### config.mk
export PLATFORM = sky130hd
export DESIGN_NAME = uart_rx_fifo
export DESIGN_NICKNAME = d
export VERILOG_FILES = /design/src/rtl/uart_pkg.sv /design/src/rtl/uart_rx_fifo.sv
export SDC_FILE = /design/constraint.sdc
export NUM_CORES = 1
export LEC_CHECK = 0
export CAP_MARGIN = 20
export CORE_AREA = 4 4 125 115
export CTS_CLUSTER_SIZE = 20
export DETAILED_ROUTE_END_ITERATION = 16
export DIE_AREA = 0 0 129 119
export PLACE_DENSITY = 0.71
export RECOVER_POWER = 100
export SETUP_SLACK_MARGIN = 0.02
export SLEW_MARGIN = 0
export SYNTH_ARGS = -nofsm -noshare
export SYNTH_HDL_FRONTEND = slang
export SYNTH_SLANG_ARGS = --single-unit
### constraint.sdc
create_clock -name rx_clk -period 5.2 [get_ports rx_clk]
set_clock_uncertainty 0.05 [all_clocks]
set_input_delay 1.04 -clock rx_clk [delete_from_list [all_inputs] [get_ports rx_clk]]
set_output_delay 1.04 -clock rx_clk [all_outputs]
set_load 0.03 [all_outputs]
### src/rtl/uart_pkg.sv
// Shared UART constants: byte width and the default receive FIFO geometry.
package uart_pkg;

    localparam int BYTE_W                = 8;
    localparam int FIFO_DEPTH_DEFAULT    = 16;
    localparam int FIFO_AF_LEVEL_DEFAULT = 12;

endpackage

### src/rtl/uart_rx_fifo.sv
// Receive FIFO placed directly behind uart_rx on the same clock.
// First-word fall-through: the head byte is always presented on rd_data,
// and rd_data reads as zero whenever the FIFO is empty.
// A byte that arrives while the FIFO is full (and nothing is being popped)
// is dropped and latches the sticky overrun flag.
// DEPTH must be a power of two in 4..256 so the pointers wrap naturally.
module uart_rx_fifo
    import uart_pkg::*;
#(
    parameter int DEPTH    = FIFO_DEPTH_DEFAULT,
    parameter int AF_LEVEL = FIFO_AF_LEVEL_DEFAULT
) (
    input  logic                    rx_clk,
    input  logic                    rst,
    input  logic [BYTE_W-1:0]       rx_data,
    input  logic                    rx_valid,
    input  logic                    rd_ready,
    input  logic                    ovr_clr,
    output logic [BYTE_W-1:0]       rd_data,
    output logic                    rd_valid,
    output logic [$clog2(DEPTH):0]  level,
    output logic                    full,
    output logic                    almost_full,
    output logic                    overrun
);

    localparam int AW = $clog2(DEPTH);
    localparam int LW = AW + 1;

    logic [BYTE_W-1:0] mem [DEPTH];
    logic [AW-1:0]     rd_ptr;
    logic [AW-1:0]     wr_ptr;
    logic              push;
    logic              pop;
    logic              drop;

    // Status flags come from the registered occupancy only, never from
    // same-cycle inputs, so they are glitch-free and reset cleanly.
    assign rd_valid    = (level != '0);
    assign full        = (level == LW'(DEPTH));
    assign almost_full = (level >= LW'(AF_LEVEL));

    // A pop frees a slot on the same edge, so a full FIFO still accepts a
    // byte when the consumer is reading; an empty FIFO cannot pop.
    assign pop  = rd_valid & rd_ready;
    assign push = rx_valid & (~full | pop);
    assign drop = rx_valid & full & ~pop;

    assign rd_data = rd_valid ? mem[rd_ptr] : '0;

    // Storage is deliberately not reset; an entry written while rst is high
    // is never exposed because level stays at zero and the write pointer
    // does not advance, so the first real push overwrites it.
    always_ff @(posedge rx_clk) begin
        if (push) begin
            mem[wr_ptr] <= rx_data;
        end
    end

    // Pointers, occupancy counter and sticky overrun flag.
    always_ff @(posedge rx_clk or posedge rst) begin
        if (rst) begin
            rd_ptr  <= '0;
            wr_ptr  <= '0;
            level   <= '0;
            overrun <= 1'b0;
        end else begin
            if (push) begin
                wr_ptr <= wr_ptr + AW'(1);
            end
            if (pop) begin
                rd_ptr <= rd_ptr + AW'(1);
            end
            case ({push, pop})
                2'b10:   level <= level + LW'(1);
                2'b01:   level <= level - LW'(1);
                default: level <= level;
            endcase
            // A drop on the same edge as a clear keeps the flag set so
            // that no lost byte goes unreported.
            if (drop) begin
                overrun <= 1'b1;
            end else if (ovr_clr) begin
                overrun <= 1'b0;
            end
        end
    end

endmodule

==> run_results.csv, run 1 <==
group,metric,value,unit
hold_path,hold_path.class,"flop to flop",
grt,grt_use_total,0.160,
layout,area_growth_syn_to_layout,16.7,%
routing,postRouteWirelength,11.4,mm
hold_path,hold-path-endpoint,"overrun",
setup_path,crit_fanout,10,
yosys,synth.avg_cell_area,19.2,um^2
layout,final_cells,523,
yosys,post_synth_num_cell_types,36,
grt,grt_first_pass_wirelength,17.8,mm
yosys,post_synth_main_area_contributors,"edfxtp_1 (66%), mux4_2 (8.9%), dfrtp_1 (6.0%)",
clocking,cts.path.max_buffers,2,
setup_path,crit_path_cell_chain,"nor4_1, nand2_1, o21ai_0, a21oi_1, dlygate4sd3_1",
timing,fin_setup_tns,0,ns
setup_path,worst_reg2reg_path_endpoint,"mem[3][2]",
place,port-buffer-count,29,
yosys,yosys_warn_count,0,
place,dp_hpwl,7.30,mm
routing,drt-initial-drc-count,169,
setup_path,crit-reg2reg-launch,"level[0]",
layout,antennaDiodeCount,0,
place,placed_cell_area,0.00626,mm^2
yosys,synth_fp_nets,322,
setup_path,critPathMaxStageDelay,0.91,ns
setup_path,crit_slowest_cell,"nor4_1",
routing,drt-wirelength-per-cell,21.8,um
timing,max-slew-margin-rel,0.304,
clocking,numCtsBuffers,17,
floorplanning,core_region_area,0.0131,mm^2
setup_path,arrival_time_reported_for_the_critical_path_endpoint,3.34,ns
clocking,clock_sink_count,142,
place,gp_congestion,0.816,
yosys,asyncSetResetFlopFracSynth,0.0986,
routing,antenna_violating_nets_post_route,0,
clocking,post_cts_repair_timing_setup_buffer_count,0,
setup_path,crit_path_start_kind,"flop",
yosys,synth_sequential_area_ratio,0.719,
floorplanning,floorplan.die_area,0.0154,mm^2
timing,finalCritPeriodShare,0.851,
yosys,netlist.area_leader.share,0.659,
layout,postLayoutCellArea,0.00681,mm^2
floorplanning,start_util,0.445,
layout,layout-drive-gt1-share,0.189,
clocking,clkLatencyLatePin,0.41,ns
yosys,synthFlopType,"edfxtp_1",
run,cap_viol_max_count,0,
setup_path,cp.buffers_inverters,1,
timing,fmaxAchievable,226,MHz
status,status,"complete, no violations",
timing,period_needed,4.43,ns
routing,remaining_drc_errors,0,
yosys,synthDominantAreaCellType,"edfxtp_1",
floorplanning,die_w,129,um
timing,report.final.slew_viol_count,0,
yosys,ys_top_cells_by_count,"edfxtp_1 (128), mux4_2 (23), dfrtp_1 (14)",
routing,vias,2891,
floorplanning,row_count,40,
pwr,p_per_area,585,mW/mm^2
floorplanning,die_h,119,um
timing,timing.final.setup_violations,0,
place,placed_cells,491,
yosys,postSynthCellCount,303,
hold_path,hold-path-cell-count,2,
timing,rsz0062_at_grt,"false",
floorplanning,io_pins,30,
hold_path,hold_start,"overrun",
setup_path,cp-end-kind,"output port",
grt,grt-ovfl-total,0,
clocking,cts.reportedPaths.clkPinSlew,0.06,ns
timing,max_slew.worst_pin.slew,1.03,ns
clocking,root_buffer,"clkbuf_16",
setup_path,timing_worst_setup_path_type,"flop to output port",
clocking,cts.hold.buffers_added,0,
grt,grt_start_max_net_pins,28,
setup_path,worst_ep_required_time,4.11,ns
yosys,synthesized_area,0.00583,mm^2
pwr,peak_supply_drop,0.266,mV
grt,grt_pass1_vias,3024,
clocking,tritoncts,"yes",
setup_path,crit_family,"simple AND/OR/NAND/NOR gates",
yosys,post-synth-top-count-cell,"edfxtp_1",
setup_path,rrSetupSlack,2.33,ns
clocking,htree_levels,4,
yosys,synth_edf_count,128,
pwr,power.static_leakage,2.29,nW
layout,finish.net_count,361,
timing,hold_viol_final,0,
yosys,postSynthRegisterBits,142,
routing,detail_route.first_pass.iterations,5,
clocking,ctsResizeCount,0,
routing,routed_via_density,5.53,
setup_path,rr_worst_depth,5,
grt,initial_antenna_violation_count,0,
## cells in the final DEF, fill, tap and decap left out, drive strengths merged, types with 2 or more instances in the layout
| cell | Yosys | layout |
|---|---|---|
| nand2 | 14 | 14 |
| nand3 | 2 | 2 |
| dlygate4sd3 | 0 | 25 |
| mux2i | 9 | 9 |
| clkbuf | 4 | 21 |
| nor3 | 7 | 7 |
| mux2 | 9 | 9 |
| inv | 9 | 19 |
| xor2 | 2 | 2 |
| a21oi | 11 | 11 |
| nor2 | 12 | 12 |
| mux4 | 32 | 32 |
| edfxtp | 128 | 128 |
| dfrtp | 14 | 14 |
| nand2b | 2 | 2 |
| buf | 12 | 3 |
| clkinv | 0 | 2 |
| clkinvlp | 0 | 2 |
| ha | 6 | 6 |
| nand4 | 2 | 2 |
| xnor2 | 8 | 8 |
| a31oi | 2 | 2 |
| o21ai | 11 | 11 |
| clkdlybuf4s50 | 0 | 4 |
## metrics by stage
| stage | setup WS (ns) | hold WS, ns | utilization | power (mW) |
|---|---|---|---|---|
| final | 0.773 | 0.483 | 0.519 | 3.98 |
| after global routing | 0.499 | 0.513 | 0.519 | 4.18 |
| after CTS | 0.805 | 0.494 | 0.522 | 4.07 |
| after detailed placement | 1.24 | 0.484 | 0.477 | 2.88 |
| after global placement | 1.29 | 0.473 | 0.477 | 2.85 |
| after floorplan | 2.29 | 0.524 | - | 2.50 |
## worst max path at each step
| stage | depth (start not counted) | endpoint | from | slack (ns) |
|---|---|---|---|---|
| floorplan | 5 | mem[3][0] | rx_valid | 2.29 |
| global placement | 5 | rd_data[3] | rd_ptr[1] | 1.29 |
| detailed placement | 5 | rd_data[3] | rd_ptr[1] | 1.24 |
| CTS | 5 | rd_data[3] | rd_ptr[1] | 0.80 |
| global route | 5 | rd_data[3] | level[0] | 0.50 |
| finish | 5 | rd_data[3] | level[0] | 0.77 |
## power breakdown
part | total (mW) | leakage (nW) | switching (mW) | internal [mW]
combinational | 1.22 | 0.684 | 0.656 | 0.560
clock | 1.19 | 0.286 | 0.504 | 0.682
sequential | 1.58 | 1.32 | 0.175 | 1.40
total | 3.98 | 2.29 | 1.34 | 2.64
## logic make-up (layout without fill, tap and decap cells)
group / Yosys count / count (layout) / share of synthesized area
adders and majority gates: 6 / 6 / 0.0129
AOI/OAI and AO/OA: 29 / 29 / 0.0292
DFF: 142 / 142 / 0.719
muxes: 50 / 50 / 0.162
xor gates and xnor gates: 10 / 10 / 0.0150
and+or+nand+nor: 41 / 41 / 0.0339
buffers and inverters: 25 / 77 / 0.0277
## routing by layer
metal / wire length, um / share of wire / up-vias / global-route usage
met2: 5860 / 0.51 / 71 / 0.248
li1: - / - / 1294 / -
met1: 4950 / 0.43 / 1518 / 0.217
met5: 0 / 0 / - / 0
met3: 486 / 0.043 / 8 / 0.0417
met4: 125 / 0.011 / 0 / 0.0643
## tightest hold or removal path, stage by stage (launching register included)
cell     delay (ns)
dfrtp_1        0.37
inv_1          0.06
o22ai_1        0.07
## flip-flops by register name, indices dropped and copies added (netlist names)
register and count:
wr_ptr 4, rd_ptr 4, mem 128, overrun 1
level 5
## cell type report
class / instances / area [um^2]
Sequential cell: 142 / 4190
Timing Repair Buffer: 36 / 328
Clock inverter: 15 / 164
Tap cell: 168 / 210
Multi-Input combinational cell: 136 / 1450
Inverter: 9 / 33.8
Fill cell: 1048 / 6300
Clock buffer: 17 / 425
Note: power is estimated with default switching activity, not from simulation.
==> run 2, diff against run 1 <==
--- a/config.mk
+++ b/config.mk
@@ -11,8 +11,7 @@
 export DETAILED_ROUTE_END_ITERATION = 16
 export DIE_AREA = 0 0 129 119
 export PLACE_DENSITY = 0.71
-export RECOVER_POWER = 100
-export SETUP_SLACK_MARGIN = 0.02
+export RECOVER_POWER = 25
 export SLEW_MARGIN = 0
 export SYNTH_ARGS = -nofsm -noshare
 export SYNTH_HDL_FRONTEND = slang
==> run 2 against run 1 <==
- design area grew 0.57%
- highest routed layer unchanged
- wire length grew 0.23%
- clock power is essentially flat
- first-iteration DRC count grew 16%
==> run_results.csv, run 2 (synthesized netlist as in run 1, its figures left out) <==
group,metric,value,unit
layout,layout-drive-gt1-share,0.208,
timing,max-slew-margin-rel,0.394,
run,cap_viol_max_count,0,
clocking,cts.path.max_buffers,2,
floorplanning,die_h,119,um
floorplanning,floorplan.die_area,0.0154,mm^2
floorplanning,io_pins,30,
timing,fmaxAchievable,229,MHz
layout,reg_top3,"mem (128), level (5)",
layout,number_of_flip_flops_in_the_largest_register,128,
clocking,htree_levels,4,
setup_path,rrSetupSlack,2.72,ns
grt,grt_use_total,0.160,
hold_path,hold-path-cell-count,2,
clocking,cts.reportedPaths.clkPinSlew,0.06,ns
layout,finish.net_count,361,
clocking,post_cts_repair_timing_setup_buffer_count,0,
layout,layout_common_cells,"edfxtp_1 (128), mux4_2 (23), clkdlybuf4s50_1 (23)",
clocking,clkLatencyLatePin,0.42,ns
routing,antenna_violating_nets_post_route,0,
timing,fin_setup_tns,0,ns
setup_path,crit_path_start_kind,"flop",
layout,leading_cell_type_in_the_layout_fill_and_taps_excluded,"edfxtp_1",
grt,grt-ovfl-total,0,
grt,initial_antenna_violation_count,0,
timing,report.final.slew_viol_count,0,
timing,timing.final.setup_violations,0,
routing,drt-wirelength-per-cell,21.9,um
setup_path,worst_reg2reg_path_endpoint,"mem[7][5]",
grt,grt_start_max_net_pins,28,
timing,rsz0062_at_grt,"false",
layout,largest_register,"mem",
place,dp_hpwl,7.30,mm
floorplanning,row_count,40,
setup_path,timing_worst_setup_path_type,"flop to output port",
routing,routed_via_density,5.54,
routing,remaining_drc_errors,0,
setup_path,crit-reg2reg-launch,"level[2]",
setup_path,cp-end-kind,"output port",
grt,grt_pass1_vias,3024,
timing,period_needed,4.36,ns
setup_path,rr_worst_depth,4,
routing,vias,2900,
timing,max_slew.worst_pin.slew,0.909,ns
routing,postRouteWirelength,11.4,mm
floorplanning,core_region_area,0.0131,mm^2
place,port-buffer-count,29,
setup_path,crit_path_cell_chain,"mux4_1, mux2_2, o21ai_0, a21oi_1, clkdlybuf4s50_1",
floorplanning,start_util,0.445,
clocking,ctsResizeCount,0,
pwr,power.static_leakage,2.30,nW
setup_path,crit_slowest_cell,"dfrtp_1",
setup_path,arrival_time_reported_for_the_critical_path_endpoint,3.27,ns
status,status,"complete, no violations",
clocking,root_buffer,"clkbuf_16",
setup_path,worst_ep_required_time,4.11,ns
floorplanning,die_w,129,um
routing,detail_route.first_pass.iterations,5,
clocking,tritoncts,"yes",
pwr,p_per_area,590,mW/mm^2
timing,timing.final.ws_setup,0.842,ns
pwr,totalPowerFinal,4.04,mW
setup_path,crit_family,"flip-flops",
timing,hold_viol_final,0,
layout,layout.filler_cells,1038,
timing,hold_slack,0.486,ns
place,gp_congestion,0.816,
pwr,peak_supply_drop,0.267,mV
hold_path,hold-path-endpoint,"overrun",
clocking,cts.hold.buffers_added,0,
timing,finalCritPeriodShare,0.838,
setup_path,critPathMaxStageDelay,0.94,ns
grt,grt_first_pass_wirelength,17.8,mm
layout,area_growth_syn_to_layout,17.4,%
clocking,clock_sink_count,142,
layout,antennaDiodeCount,0,
routing,drt-initial-drc-count,196,
hold_path,hold_start,"overrun",
setup_path,cp.buffers_inverters,1,
hold_path,hold_path.class,"flop to flop",
clocking,numCtsBuffers,17,
setup_path,crit_fanout,17,
place,detailedPlace.worstSlack,1.24,ns
[run 2: cell types whose count changed in the layout (fill, tap and decap cells not counted), sizes merged]
cell	previous run	this run
clkbuf	21	17
clkdlybuf4s50	4	23
dlygate4sd3	25	6
buf	3	7
[run 2: area by class of cell]
type,count,area (um^2),area share
repair buffers,36,343,0.0501
flip-flops and latches,142,4190,0.613
inverters,9,33.8,0.00493
well taps,168,210,0.0307
clock inverters,15,164,0.0239
multi-input cells,136,1480,0.216
clock buffers,17,425,0.0621
[run 2: per-stage QoR]
| step | utilization | instance area (um^2) | std cells |
|---|---|---|---|
| 3_3_place_gp | 0.477 | 6260 | 491 |
| 3_5_place_dp | 0.477 | 6260 | 491 |
| 2_1_floorplan | - | 5830 | 303 |
| 4_1_cts | 0.522 | 6850 | 523 |
| 5_1_grt | 0.522 | 6850 | 523 |
| 6_report | 0.522 | 6850 | 523 |
[run 2: worst max path at each step]
stage	end	slack (ns)	start	cells past startpoint
after floorplan	mem[3][0]	2.29	rx_valid	5
after global placement	rd_data[3]	1.29	rd_ptr[1]	5
after detailed placement	rd_data[3]	1.24	rd_ptr[1]	5
after CTS	rd_data[3]	0.80	rd_ptr[1]	5
after global routing	rd_data[3]	0.63	rd_ptr[1]	5
final	rd_data[3]	0.84	rd_ptr[1]	5
[run 2: worst min-delay path, delay by kind of cell, from the launching register on]
kind | cells | cell delay, ns
flip-flops | 1 | 0.37
AO/OA/AOI/OAI | 1 | 0.07
buffers and inverters | 1 | 0.06
[run 2: per-layer routing]
layer | wire length (um) | part of all wire | up-vias | global-route usage
li1 | - | - | 1291 | -
met2 | 5700 | 0.50 | 77 | 0.248
met3 | 466 | 0.041 | 16 | 0.0417
met1 | 5080 | 0.44 | 1516 | 0.217
met5 | 0 | 0 | - | 0
met4 | 196 | 0.017 | 0 | 0.0643
[run 2: power by group]
part	switching (mW)	leakage (nW)	internal, mW
Combinational	0.661	0.694	0.599
Clock	0.510	0.286	0.682
Sequential	0.185	1.32	1.40
